## src/rtl/nmi_request_controller.sv

```systemverilog
// NMI front-end: synchronises four IRQ lines, latches pending edges and
// issues them one at a time to the core, tracking the NMI_ACK handshake.
module nmi_request_controller #(
  parameter int unsigned PULSE_LEN = 2,
  parameter int unsigned TIMEOUT   = 64
) (
  input  logic       clk,
  input  logic       reset,
  input  logic [3:0] irq_in,
  input  logic [3:0] irq_mask,
  input  logic       NMI_ACK,
  output logic       NMI,
  output logic [1:0] NMI_ID,
  output logic [3:0] pending,
  output logic       in_service,
  output logic [7:0] retry_count
);

  localparam logic [1:0] S_IDLE   = 2'd0;
  localparam logic [1:0] S_ASSERT = 2'd1;
  localparam logic [1:0] S_WAIT   = 2'd2;
  localparam logic [1:0] S_SERV   = 2'd3;

  logic [3:0] s1_q, s2_q, s3_q;
  logic       ack_q;
  logic [1:0] state_q, state_d;
  logic [7:0] cnt_q, cnt_d;
  logic [1:0] id_q, id_d;
  logic [3:0] pend_q, pend_d;
  logic [7:0] retry_q, retry_d;
  logic [3:0] rise_w;
  logic [3:0] elig_w;
  logic [3:0] clr_w;

  assign rise_w = s2_q & ~s3_q;
  assign elig_w = pend_q & ~irq_mask;

  always_comb begin
    state_d = state_q;
    cnt_d   = cnt_q;
    id_d    = id_q;
    retry_d = retry_q;
    clr_w   = 4'b0000;
    unique case (state_q)
      S_IDLE: begin
        if (elig_w != 4'b0000 && ack_q) begin
          for (int i = 3; i >= 0; i--) begin
            if (elig_w[i]) id_d = 2'(i);
          end
          cnt_d   = 8'(PULSE_LEN);
          state_d = S_ASSERT;
        end
      end
      S_ASSERT: begin
        if (!ack_q) begin
          clr_w[id_q] = 1'b1;
          state_d     = S_SERV;
        end else if (cnt_q == 8'd1) begin
          cnt_d   = 8'(TIMEOUT);
          state_d = S_WAIT;
        end else begin
          cnt_d = cnt_q - 8'd1;
        end
      end
      S_WAIT: begin
        if (!ack_q) begin
          clr_w[id_q] = 1'b1;
          state_d     = S_SERV;
        end else if (cnt_q == 8'd1) begin
          if (retry_q != 8'hff) retry_d = retry_q + 8'd1;
          state_d = S_IDLE;
        end else begin
          cnt_d = cnt_q - 8'd1;
        end
      end
      S_SERV: begin
        if (ack_q) state_d = S_IDLE;
      end
      default: state_d = S_IDLE;
    endcase
    // a new edge beats an acceptance of the same source
    pend_d = (pend_q & ~clr_w) | rise_w;
  end

  always_ff @(posedge clk or posedge reset) begin
    if (reset) begin
      s1_q    <= 4'b0000;
      s2_q    <= 4'b0000;
      s3_q    <= 4'b0000;
      ack_q   <= 1'b1;
      state_q <= S_IDLE;
      cnt_q   <= 8'd0;
      id_q    <= 2'd0;
      pend_q  <= 4'b0000;
      retry_q <= 8'd0;
    end else begin
      s1_q    <= irq_in;
      s2_q    <= s1_q;
      s3_q    <= s2_q;
      ack_q   <= NMI_ACK;
      state_q <= state_d;
      cnt_q   <= cnt_d;
      id_q    <= id_d;
      pend_q  <= pend_d;
      retry_q <= retry_d;
    end
  end

  assign NMI         = (state_q == S_ASSERT);
  assign in_service  = (state_q == S_SERV);
  assign NMI_ID      = id_q;
  assign pending     = pend_q;
  assign retry_count = retry_q;

endmodule

```

## config.mk

```make
export PLATFORM = sky130hd
export DESIGN_NAME = nmi_request_controller
export DESIGN_NICKNAME = d
export VERILOG_FILES = /design/src/rtl/nmi_request_controller.sv
export SDC_FILE = /design/constraint.sdc
export NUM_CORES = 1
export LEC_CHECK = 0
export CAP_MARGIN = 15
export CORE_ASPECT_RATIO = 0.8
export CORE_UTILIZATION = 50
export CTS_BUF_LIST = sky130_fd_sc_hd__clkbuf_2
export DETAILED_ROUTE_END_ITERATION = 12
export GPL_TIMING_DRIVEN = 0
export PLACE_DENSITY = 0.71
export RECOVER_POWER = 25
export SLEW_MARGIN = 15
export SYNTH_ARGS = -nofsm -noshare
export SYNTH_HDL_FRONTEND = slang
export SYNTH_SLANG_ARGS = --single-unit
```

## constraint.sdc

```tcl
create_clock -name clk -period 2.8 [get_ports clk]
set_clock_uncertainty 0.15 [all_clocks]
set_input_delay 0.56 -clock clk [delete_from_list [all_inputs] [get_ports clk]]
set_output_delay 0.56 -clock clk [all_outputs]
set_load 0.005 [all_outputs]
```

Yosys cells after proc, flatten, opt, wreduce, memory -nomap -nowiden
Index checks and enable logic that the tools add are counted.
Storage, ports and cells
  bits in registers: 37
  input bits: 11
  logic and storage cells: 63
Cells by class
  $add $sub $neg: 2
  magnitude comparators: 2
  eq/ne operators: 12
  multiplexer cells: 21
  bitwise operators: 7
  reduce and logical (&&, ||, !) cells: 10
Operators by type and width (count)
  2-to-1 mux 8 bit: 5
  one-hot mux 8 bit (3 select lines): 1
  2-to-1 mux 2 bit: 10
  AND 4 bit: 3
  NOT 4 bit: 3
  adder 8 x 1 -> 8 bit (second input constant): 1
  == test 8 x 1 -> 1 bit (second input constant): 1
  2-to-1 mux 4 bit: 2
  inequality test 8 bit (second input constant): 1
  one-hot mux 2 bit (4 select lines): 1
  AND reduction 4 bit: 2
  subtractor 8 x 1 -> 8 bit (second input constant): 1
  inequality test 2 bit (second input constant): 3
  AND reduction 5 bit: 1
  == test 2 bit (second input constant): 2
  inequality test 2 x 1 -> 1 bit (second input constant): 2
  bitwise OR 4 bit: 1
  nonzero test 4 bit: 1
  < comparator 2 x 3 -> 1 bit (second input constant): 1
  inequality test 3 x 2 -> 1 bit (second input constant): 1
  inequality test 3 bit (second input constant): 1
  AND reduction 3 bit: 1
  nonzero test 3 bit: 1
  demux 1 bit (select 2 bit): 1
  6 further kinds: 7

Logic depth before layout (Yosys ltp)
  depth after elaboration: 9
  mapped depth: 8
  mapped depth without buffers: 7

Worst setup path before layout
OpenSTA, ideal clock, no wires.
  path kind: reg-to-reg
  start: register state_q[0]
  end: register cnt_q[2]
  library setup time: 0.083 ns
  arrival: 1.831 ns
  data required time: 2.567 ns
  setup slack: 0.736 ns
  stages on the path, launching flop included: 9
  buffers on the path: 1
  period minus slack after synthesis: 2.064 ns
  path through: dfrtp_1 inv_1 ha_1 buf_2 nor4bb_1 a22oi_1 o211ai_1 or2_2 o21ai_0
On the way
  word-level cells in the longest chain between the ends: 3
RTL lines
  start: declaration: line 26  | logic [1:0] state_q, state_d;
  start signal: assignment: line 101  | state_q <= state_d;
  == test 2 bit (tied with other cells): line 44  | unique case (state_q)
  inequality test 2 bit (no line) (tied with other cells)
  AND reduction 5 bit (no line)
  end signal: assignment: line 102  | cnt_q <= cnt_d;
  end: declaration: line 27  | logic [7:0] cnt_q, cnt_d;
Parallel ways exist; a longest one is shown, timed or not.
A chain may end at the register's enable or synchronous reset.

Worst setup path in the final report
  start: register state_q[1]
  end: output port NMI
On the way
  word-level cells in the longest chain between the ends: 1
RTL lines
  == test 2 x 1 -> 1 bit: line 109  | assign NMI = (state_q == S_ASSERT);
  end: declaration: line 12  | output logic NMI,
No other way between the ends.

==> impl_metrics.toml <==
[drt]
ant_nets = 0
dr.pass1.iters = 4
drc = 0
wl_per_cell_um = 14.7
dr.first_iter.drc_count = 187
num_vias = 1363
via_per_inst = 5.63
wl_mm = 3.57

[critical_path]
crit_path_start = "state_q[1]"
r2r_end = "cnt_q[2]"
cp_max_fo = 6
reg2reg_from = "state_q[0]"
cp.arrival_ns = 1.77
r2r_slack_ns = 0.32
end_kind = "primary output"
crit_required_ns = 2.09
crit_end = "NMI"
worstSetupStartpointType = "flop"
worstSetupPathType = "reg -> out"
rr_worst_depth = 8

[timing]
tightestPinTransition_ns = 1.37
rsz0062_at_grt = "no"
finalMaxSlewViolations = 0
clock.fmax_mhz = 403
fin_tns_setup_ns = 0
period_needed_ns = 2.48
slew_headroom = 0.0869
worst_hold_slack_ns = 0.232
setup_slack_ns = 0.319
finalSetupViolCount = 0
finalHoldViolCount = 0
period_share = 0.886

[cts]
clkLatencyLatePin_ns = 0.40
cts_sinks = 37
tritoncts = "done"
numCtsBuffers = 5
ctsHoldBuffers = 0
clkTransAtPathRegs_ns = 0.20
htreeDepth = 2
max-clock-path-buffers = 2
cts_resized = 0
postCtsSetupBuffers = 0
clockRootBuffer = "clkbuf_2"

[global_routing]
grt_pass1_vias = 1282
grt_max_degree = 38
grt_pass1_wl_mm = 5.83
grt.total_usage = 0.210
antenna_found_initial = 0
grt-ovfl-total = 0

[finish]
drive_above_1_share = 0.104
diodes = 0
area_growth_syn_to_layout_pct = 21.3
nNetsFinal = 219

[place]
port_buffers = 26
gp_congestion = 0.873
hpwlAfterDp_mm = 2.57
pre_cts_ws_ns = 0.212

[yosys]
ys_ff_latch = 37
yosys_warnings = 0
synth-edff-count = 0
ys_seq_area_frac = 0.520
async_flop_share = 1.00
synth_flop_cell = "dfrtp_1"
syn_nets = 186
ys_types = 43
syn_area_per_cell_um2 = 10.6
netlist_instances = 168
synth_area_mm2 = 0.00178

[floorplan]
die_w_um = 68.7
die_y_um = 55.4
rows = 18
die_area_mm2 = 0.00381
initial_core_util = 0.549
io_pins = 27
core-area_mm2 = 0.00324

[power]
finalPower_mw = 2.03
leakage_nw = 0.945
max-vdd-ir-drop_mv = 0.424
power.density_mw_per_mm2 = 939

[flow_run]
drv_cap = 0

[min_path]
hold_path_class = "reg -> reg"

[run_status]
status = "completed"
## cell usage after synthesis (3+ instances only)
master	n	area share
inv_1	16	0.034
ha_1	7	0.049
nand2_1	13	0.027
dfrtp_1	36	0.51
nand3_1	3	0.0084
a21oi_1	6	0.017
o21ai_0	21	0.059
nor2_1	12	0.025
xnor2_1	4	0.020
nand2b_1	6	0.021
nor3_1	4	0.011
## worst max-delay path, stage by stage, from the launching register on
cell and delay (ns):
dfrtp_1 0.46, inv_1 0.11, ha_1 0.27, clkdlybuf4s50_1 0.54
## layout by cell type, fill, tap and decap left out, types with 2 or more instances in the layout
cell             instances
a21oi_1                  6
buf_2                    2
clkbuf_2                 6
clkdlybuf4s50_1         20
dfrtp_1                 36
dlygate4sd3_1            6
ha_1                     7
inv_1                   16
mux2_2                   2
nand2_1                 13
nand2b_1                 6
nand3_1                  3
nand4_1                  2
nor2_1                  12
nor3_1                   4
nor4_1                   2
o211ai_1                 2
o21ai_0                 21
o41ai_1                  2
or3_1                    2
xnor2_1                  4
xor2_1                   2
## cells by family after synthesis
family,Yosys count,synth area share
simple gates,52,0.165
buf+inv,18,0.0393
xor+xnor,6,0.0295
compound gates,45,0.178
fa+ha+maj,7,0.0492
mux,3,0.0183
flops,37,0.520
## registers in the layout (all words and copies together), names as in the netlist
name	flops
cnt_q	8
retry_count	8
pending	4
s1_q	4
s2_q	4
s3_q	4
NMI_ID	2
state_q	2
ack_q	1
## power breakdown
group | switching, mW | total (mW) | internal, mW
combinational | 0.484 | 0.900 | 0.416
clock | 0.188 | 0.344 | 0.157
sequential | 0.133 | 0.784 | 0.651
## worst min path at each step
stage                     depth (start not counted)  slack [ns]       to  startpoint
after global routing                              0        0.25  s2_q[1]     s1_q[1]
after detailed placement                          0        0.19  s2_q[1]     s1_q[1]
after CTS                                         0        0.23  s2_q[1]     s1_q[1]
after floorplan                                   0        0.18  s2_q[0]     s1_q[0]
final                                             0        0.23  s2_q[1]     s1_q[1]
after global placement                            0        0.19  s2_q[0]     s1_q[0]
## cell type report
type                            instances  area (um^2)
Fill cell                             259         1080
Sequential cell                        37          927
Multi-Input combinational cell        113          785
Timing Repair Buffer                   26          260
Inverter                               16         60.1
Tap cell                               40         50.0
Clock inverter                          2         38.8
Clock buffer                            6         30.0
Buffer                                  2         10.0
## per-layer routing
| metal | vias to the layer above | track usage | share of wire |
|---|---|---|---|
| met4 | 0 | 0.0845 | 0.014 |
| met3 | 8 | 0.0579 | 0.055 |
| met1 | 643 | 0.311 | 0.50 |
| li1 | 667 | - | - |
| met5 | - | 0 | 0 |
| met2 | 45 | 0.287 | 0.43 |
## per-stage QoR
step	util	cell area, um^2	cells
4_1_cts	0.666	2160	242
5_1_grt	0.666	2160	242
6_report	0.666	2160	242
3_5_place_dp	0.645	2090	234
2_1_floorplan	-	1780	168
3_3_place_gp	0.645	2090	234
(Power assumes the default switching activity.)
